File: config.mk
export PLATFORM = sky130hd
export DESIGN_NAME = sprite_fetch_unit
export DESIGN_NICKNAME = d
export VERILOG_FILES = /design/src/rtl/sprite_pkg.sv /design/src/rtl/sprite_fetch_unit.sv
export SDC_FILE = /design/constraint.sdc
export NUM_CORES = 1
export LEC_CHECK = 0
export BUFFER_PORTS_ARGS = -buffer_cell sky130_fd_sc_hd__buf_4
export CAP_MARGIN = 5
export CORE_ASPECT_RATIO = 0.5
export CORE_MARGIN = 4
export CORE_UTILIZATION = 45
export CTS_CLUSTER_DIAMETER = 150
export DETAILED_ROUTE_END_ITERATION = 7
export PLACE_DENSITY = 0.71
export SLEW_MARGIN = 40
export SYNTH_ARGS = -nofsm -noshare
export SYNTH_HDL_FRONTEND = slang
export SYNTH_SLANG_ARGS = --single-unit
File: constraint.sdc
create_clock -name Clk -period 8.7 [get_ports Clk]
set_input_delay 0.87 -clock Clk [delete_from_list [all_inputs] [get_ports Clk]]
set_output_delay 0.87 -clock Clk [all_outputs]
set_load 0.02 [all_outputs]
File: src/rtl/sprite_pkg.sv
`default_nettype none
// ============================================================================
//  Module      : sprite_pkg
//  Description : Shared types and constants for the sprite fetch path:
//                fetch FSM state encoding, visible screen size and the
//                default transparent (key) colour of the pose ROMs.
//  Revision    : 1.0 - initial release
// ============================================================================
package sprite_pkg;

  // Fetch FSM states, explicitly encoded in two bits.
  typedef enum logic [1:0] {
    IDLE   = 2'd0,  // after reset, nothing latched
    ARMED  = 2'd1,  // position latched, waiting for the first sprite row
    ACTIVE = 2'd2,  // scanning rows inside the sprite box
    DONE   = 2'd3   // past the last sprite row of this frame
  } state_t;

  // Visible screen area; anything beyond is blanking and never drawn.
  localparam int unsigned H_RES = 640;
  localparam int unsigned V_RES = 480;

  // Palette entry that marks a transparent sprite pixel.
  localparam logic [23:0] KEY_COLOR_DEF = 24'h800080;

endpackage : sprite_pkg
`default_nettype wire

File: src/rtl/sprite_fetch_unit.sv
`default_nettype none
// ============================================================================
//  Module      : sprite_fetch_unit
//  Description : Read-side initiator for one external pose ROM. Generates the
//                ROM address from incremental row/column counters and turns
//                the returned colour into a registered, transparency-keyed
//                pixel stream. Sprite position and facing are latched once
//                per frame on frame_start.
//  Revision    : 1.0 - initial release
//
//  Ports
//    Clk           in   system clock
//    Reset         in   asynchronous, active-high reset
//    pix_en        in   pixel strobe; all state advances only on it
//    frame_start   in   one-strobe pulse at vertical sync
//    DrawX, DrawY  in   current scan pixel
//    sprite_x/_y   in   sprite top-left position (latched per frame)
//    flip          in   1 = mirror horizontally (latched per frame)
//    rom_color     in   combinational ROM data for read_address
//    read_address  out  registered ROM address
//    sprite_on     out  registered opaque-pixel flag
//    sprite_rgb    out  registered pixel colour (0 when sprite_on is low)
//
//  Latency: pixel sampled on strobe N -> read_address after N,
//           sprite_on / sprite_rgb after strobe N+1.
// ============================================================================
module sprite_fetch_unit
  import sprite_pkg::*;
#(
  parameter int unsigned SPR_W     = 21,
  parameter int unsigned SPR_H     = 41,
  parameter int unsigned ADDR_W    = 10,
  parameter logic [23:0] KEY_COLOR = KEY_COLOR_DEF
) (
  input  logic              Clk,
  input  logic              Reset,
  input  logic              pix_en,
  input  logic              frame_start,
  input  logic [9:0]        DrawX,
  input  logic [9:0]        DrawY,
  input  logic [9:0]        sprite_x,
  input  logic [9:0]        sprite_y,
  input  logic              flip,
  input  logic [23:0]       rom_color,
  output logic [ADDR_W-1:0] read_address,
  output logic              sprite_on,
  output logic [23:0]       sprite_rgb
);

  localparam int unsigned ROW_W = $clog2(SPR_H);

  // --------------------------------------------------------------------------
  // Registers
  // --------------------------------------------------------------------------
  state_t              state_q, state_d;
  logic [9:0]          pos_x_q;
  logic [9:0]          pos_y_q;
  logic                flip_q;
  logic [ADDR_W-1:0]   row_base_q;     // row_idx_q * SPR_W, kept incrementally
  logic [ROW_W-1:0]    row_idx_q;
  logic [9:0]          prev_y_q;       // DrawY seen on the previous strobe
  logic                inbox_q;        // in-box flag of the pixel now being read
  logic [ADDR_W-1:0]   read_address_q;
  logic                sprite_on_q;
  logic [23:0]         sprite_rgb_q;

  // --------------------------------------------------------------------------
  // Combinational helpers
  // --------------------------------------------------------------------------
  logic                y_changed;
  logic                row_last;
  logic                x_in_range;
  logic                on_screen;
  logic [9:0]          col;
  logic [9:0]          col_sel;
  logic [ADDR_W-1:0]   row_base_eff;
  logic [ADDR_W-1:0]   addr_d;
  logic                sprite_on_d;

  // FSM output-process signals
  logic                scan_row;       // current strobe belongs to a sprite row
  logic                row_adv;        // advance row counters this strobe
  logic                inbox_d;

  assign y_changed = (DrawY != prev_y_q);
  assign row_last  = (row_idx_q == ROW_W'(SPR_H - 1));

  // 11-bit compare so pos_x + SPR_W past 1023 cannot wrap.
  assign x_in_range = ({1'b0, DrawX} >= {1'b0, pos_x_q}) &&
                      ({1'b0, DrawX} <  ({1'b0, pos_x_q} + 11'(SPR_W)));

  // Blanking coordinates must never draw, even if they fall in the box.
  assign on_screen  = ({22'd0, DrawX} < H_RES) && ({22'd0, DrawY} < V_RES);

  assign col     = DrawX - pos_x_q;
  assign col_sel = flip_q ? (10'(SPR_W - 1) - col) : col;

  // On the strobe that opens a new row the address must already use the
  // advanced base, not the one still in row_base_q.
  assign row_base_eff = row_adv ? (row_base_q + ADDR_W'(SPR_W)) : row_base_q;
  assign addr_d       = row_base_eff + ADDR_W'(col_sel);

  assign sprite_on_d  = inbox_q && (rom_color != KEY_COLOR);

  // --------------------------------------------------------------------------
  // FSM: state register
  // --------------------------------------------------------------------------
  always_ff @(posedge Clk or posedge Reset) begin
    if (Reset) begin
      state_q <= IDLE;
    end else if (pix_en) begin
      state_q <= state_d;
    end
  end

  // --------------------------------------------------------------------------
  // FSM: next-state logic (frame_start overrides everything)
  // --------------------------------------------------------------------------
  always_comb begin
    state_d = state_q;
    if (frame_start) begin
      state_d = ARMED;
    end else begin
      case (state_q)
        IDLE:    state_d = IDLE;
        ARMED:   if (DrawY == pos_y_q)         state_d = ACTIVE;
        ACTIVE:  if (y_changed && row_last)    state_d = DONE;
        DONE:    state_d = DONE;
        default: state_d = IDLE;
      endcase
    end
  end

  // --------------------------------------------------------------------------
  // FSM: output logic
  // The strobe on which ARMED sees the first sprite row already scans that
  // row, so the leftmost column is not lost when it coincides with entry.
  // --------------------------------------------------------------------------
  always_comb begin
    scan_row = 1'b0;
    row_adv  = 1'b0;
    if (!frame_start) begin
      case (state_q)
        ARMED: begin
          scan_row = (DrawY == pos_y_q);
        end
        ACTIVE: begin
          scan_row = !(y_changed && row_last);
          row_adv  = y_changed && !row_last;
        end
        default: begin
          scan_row = 1'b0;
          row_adv  = 1'b0;
        end
      endcase
    end
    inbox_d = scan_row && x_in_range && on_screen;
  end

  // --------------------------------------------------------------------------
  // Datapath registers
  // --------------------------------------------------------------------------
  always_ff @(posedge Clk or posedge Reset) begin
    if (Reset) begin
      pos_x_q        <= '0;
      pos_y_q        <= '0;
      flip_q         <= 1'b0;
      row_base_q     <= '0;
      row_idx_q      <= '0;
      prev_y_q       <= '0;
      inbox_q        <= 1'b0;
      read_address_q <= '0;
      sprite_on_q    <= 1'b0;
      sprite_rgb_q   <= '0;
    end else if (pix_en) begin
      prev_y_q     <= DrawY;
      inbox_q      <= inbox_d;
      sprite_on_q  <= sprite_on_d;
      sprite_rgb_q <= sprite_on_d ? rom_color : 24'd0;

      if (frame_start) begin
        pos_x_q    <= sprite_x;
        pos_y_q    <= sprite_y;
        flip_q     <= flip;
        row_base_q <= '0;
        row_idx_q  <= '0;
      end else if (row_adv) begin
        row_base_q <= row_base_q + ADDR_W'(SPR_W);
        row_idx_q  <= row_idx_q + ROW_W'(1);
      end

      // Outside the box the address simply holds.
      if (inbox_d) begin
        read_address_q <= addr_d;
      end
    end
  end

  assign read_address = read_address_q;
  assign sprite_on    = sprite_on_q;
  assign sprite_rgb   = sprite_rgb_q;

endmodule : sprite_fetch_unit
`default_nettype wire

# Yosys cells after proc, flatten, opt, wreduce, memory -nomap -nowiden
# Cells that the tools add are included.
[totals] reg_bits=85 in_bits=69 out_inout_bits=35 wordCells=59
[classes] addsub=6 magnitude_cmp=4 n_eq_ne=9 muxes=14 reduce_logical=15
[ops] op="10-bit two-way mux" count=3
[ops] op="24-bit two-way mux" count=1
[ops] op="24-bit inequality test, second input constant" count=1
[ops] op="6-bit two-way mux" count=2
[ops] op="10-bit by 5-bit adder with 11-bit output, second input constant" count=1
[ops] op="10-bit by 11-bit less-than comparator with 1-bit output" count=1
[ops] op="10-bit adder" count=1
[ops] op="10-bit by 5-bit adder with 10-bit output, second input constant" count=1
[ops] op="10-bit equality test" count=1
[ops] op="10-bit >= comparator" count=1
[ops] op="10-bit less-than comparator, second input constant" count=1
[ops] op="10-bit by 9-bit less-than comparator with 1-bit output, second input constant" count=1
[ops] op="10-bit inequality test" count=1
[ops] op="10-bit subtractor" count=1
[ops] op="5-bit by 10-bit subtractor with 10-bit output, first input constant" count=1
[ops] op="2-bit case mux with 4 select lines" count=1
[ops] op="1-bit logical AND" count=7
[ops] op="6-bit by 1-bit adder with 6-bit output, second input constant" count=1
[ops] op="6-bit equality test, second input constant" count=1
[ops] op="2-bit two-way mux" count=3
[ops] op="3-bit inequality test, second input constant" count=2
[ops] op="2-bit AND reduction" count=3
[ops] op="2-bit equality test, second input constant" count=2
[ops] op="1-bit two-way mux" count=3
[ops] op="6 further kinds" count=7

# Longest topological paths before layout
[logic_depth] word_depth=8 ltp_mapped=18

# Worst setup path after synthesis
# Ideal clock, no wire load.
[synth_timing] path_type="input port to flip-flop" from="input DrawX[1]" to="register read_address_q[9] (netlist: read_address[9])" setup_time_ps=92 t_arrival_ps=3908 required_time_ps=8608 setup_slack_ps=4700 cell_stages=17 path_buffers=0 cell_sequence="ha_1 -> nor2b_1 -> o21a_1 -> or3_1 -> and2_1 -> nor2_1 -> nand2_1 -> xnor2_1 -> ha_1 -> and3_1 -> a221o_1 -> o21ai_0 -> nand2b_1 -> a21oi_1 -> o21ai_0 -> and3_4 -> o31ai_2"
[synth_via] elab_chain_len=5 word_cells_on_any_way=12
[synth_rtl] element="from (decl)" line_no="sprite_fetch_unit.sv:39" source="input logic [9:0] DrawX,"
[synth_rtl] element="branches (longest 5 deep; another with 10-bit subtractor)"
[synth_rtl] element="to (signal assigned)" line_no="sprite_fetch_unit.sv:194" source="read_address_q <= addr_d;"
[synth_rtl] element="to (decl)" line_no="sprite_fetch_unit.sv:63" source="logic [ADDR_W-1:0] read_address_q;"
# Parallel ways; which one is timed is not known.
# A chain may end at the register's enable or synchronous reset.

# Worst setup path in the final report
# Ends and elaborated chain as after synthesis.

==> reports/results.ini <==
[power]
p_switching_uw = 434.7
pwr_density_cell_mw_per_mm2 = 195.3
leakagePower_nw = 3.099
seq_power_share_pct = 37.1
pwr-share-clk_pct = 28.3
swShare_pct = 34.32
peakVddDrop_mv = 0.1058
combPwrFrac_pct = 34.6
p_int_uw = 831.8

[synthesis]
netlist_instances = 519
seq_area_frac_synth_pct = 40.28
yosys_warnings = 0
syn_avg_cell_area_um2 = 10.17
synthDominantCellAreaShare_pct = 40.28
synth_nets = 628
synth-async-reset-ratio_pct = 100.0
ys.flop_type = dfrtp_1
yosysUniqueCellTypes = 57
synth_edf_count = 0
ys_ff_latch = 85
yosys-top-cells-area = dfrtp_1 40%, ha_1 9.0%, mux2_2 7.5%
synth_area_mm2 = 0.005280
yosysTopAreaCell = dfrtp_1

[clock_tree]
cts_resized = 0
postCtsSetupBuffers = 0
cts_hold_buf = 0
numCtsBuffers = 9
h-tree-depth = 3
cts_tree = done
root_buffer = clkbuf_16
clk_pin_slew_worst_paths_ns = 0.06
clkLatencyLatePin_ns = 0.33
clockBufferDepth = 2
cts_sinks = 85

[final_layout]
finish.utilization_pct = 57.83
num-nets-final = 729
diodes = 0
drive_gt1_share_pct = 27.52
syn2layout_area_growth_pct = 22.84
stdcell_count = 784
final_common_cell = buf_4
final_cell_mix = 105 x buf_4, 85 x dfrtp_1, 38 x ha_1, 35 x mux2_2

[timing]
setup_tns_ns = 0
final_max_slew_viol_count = 0
period_share_pct = 46.57
tightest_slew_ns = 0.7349
relSlewSlack_pct = 50.87
clock.fmax_mhz = 246.8
setup_viol = 0
fin_worst_skew_ns = 0.006160
rsz0062_at_grt = no
final-hold-violation-count = 0
finalCriticalPeriod_ns = 4.052

[route]
drt-initial-drc-count = 258
wl_per_cell_um = 15.04
firstDrtPassIters = 5
avgViaCountPerCell = 5.324
wl_mm = 11.79
drc_errors = 0
met2_length_mm = 5.220
antenna_left = 0
wl_met1_mm = 5.939
top_layer = met4
vias = 4174
met3_length_um = 550

[grt]
grt_overflow_total = 0
grt_antenna_before_repair = 0
grt_max_degree = 86
grt_first_pass_wirelength_mm = 20.58
grt_usage_pct = 18.24
grt_pass1_vias = 4246

[floorplan]
die_w_um = 161.2
rows = 27
start_util_pct = 47.08
io_pins = 104
dieArea_mm2 = 0.01364
die_y_um = 84.60
core_mm2 = 0.01122

[setup_path]
critPathSlowestCell = ha_1
crit_fanout = 4
critical_path_class = in -> reg
cp_cell_sequence = buf_4 -> ha_1 -> nor2b_1 -> o21a_1 -> or3_1 -> and2_1 -> nor2_1 -> nand2_1 -> xnor2_1 -> ha_1 -> and3_1 -> a221o_1 -> o21ai_0 -> nand2b_1 -> a21oi_1 -> o21ai_0 -> and3_4 -> o31ai_2
cp-start-kind = primary input
cp-end-kind = flip-flop
cp_slowest_stage_delay_ns = 0.34
arrival_ns = 4.29
cp.required_ns = 8.94

[placement]
hpwl_mm = 8.866
gp_congestion = 0.8138
dp.cells = 768
io_buffers = 103

[run_status]
outcome = completed

[job]
maxCapViolCount = 0

[min_path]
hp-class = reg -> reg

## metrics by stage
step	hold slack [ns]	power (mW)	worst slack (ns)	instance area, µm²
6_report	0.4806	1.267	4.648	6486
5_1_grt	0.5199	1.366	4.408	6486
4_1_cts	0.4906	1.281	4.666	6484
3_5_place_dp	0.4755	0.9140	4.322	6208
3_3_place_gp	0.4642	0.9012	4.416	6202
2_1_floorplan	0.4794	0.8048	4.700	5280
## final timing paths
check / from / end / slack, ns / cells after the start
max: DrawX[1] / read_address[9] / 4.65 / 18
min reg2reg: read_address[7] / read_address[7] / 0.48 / 2
max in group asynchronous: Reset / row_base_q[1] / 7.48 / 3
min: read_address[7] / read_address[7] / 0.48 / 2
min in group asynchronous: Reset / sprite_rgb[6] / 0.70 / 3
max reg2reg: pos_x_q[1] / read_address[9] / 4.81 / 18
## sequential cells by signal (all words and copies together), names as in the netlist, 2 cells and up
register,count
pos_y_q,10
row_idx_q,6
row_base_q,10
sprite_rgb,24
prev_y_q,10
read_address,10
pos_x_q,10
state_q,2
## worst max-delay path, delay by kind of cell
| kind | cells | cell delay, ns |
|---|---|---|
| simple gates | 8 | 1.30 |
| compound gates | 6 | 1.23 |
| fa+ha+maj | 2 | 0.64 |
| xor+xnor | 1 | 0.14 |
| buf+inv | 1 | 0.13 |
## cell type report
cell class	instances	area [µm²]
Tap cell	159	198.9
Clock buffer	11	232.7
Clock inverter	5	42.54
Inverter	27	102.6
Multi-Input combinational cell	391	2980
Sequential cell	85	2127
Timing Repair Buffer	106	802.0
Fill cell	1038	4730
## power by group through the flow
stage / Combinational [mW] / Sequential (mW) / Clock [mW]
final: 0.438 / 0.470 / 0.358
after global routing: 0.502 / 0.475 / 0.388
after CTS: 0.441 / 0.469 / 0.370
after detailed placement: 0.437 / 0.477 / 0
after global placement: 0.427 / 0.475 / 0
after floorplan: 0.338 / 0.467 / 0
## kinds of logic after synthesis
family / count (synthesis) / synth area share, %
AND/OR/NAND/NOR: 131 / 12.77
AO/OA/AOI/OAI: 128 / 16.80
flip-flops: 85 / 40.28
XOR/XNOR: 55 / 9.123
buffers and inverters: 43 / 3.412
adder cells (fa/ha/maj): 40 / 9.763
multiplexers: 37 / 7.844
## cells in the mapped netlist (7+ instances only)
cell      number
mux2_2        35
a22o_1        29
xor2_1        33
nand2_1       31
o21ai_0       28
nand3_1       10
nor4_1        10
xnor2_1       22
dfrtp_1       85
inv_1         27
nor3_1         7
ha_1          38
nand4_1        8
a21oi_1       25
a21o_1         7
nor2_1        33
clkbuf_1      10
## layer usage
metal | vias to the layer above | track usage [%]
met5 | - | 0
met4 | 0 | 3.947
met3 | 4 | 3.825
met2 | 82 | 28.94
met1 | 2004 | 25.93
li1 | 2084 | -
Note: power is estimated with default switching activity, not from simulation.
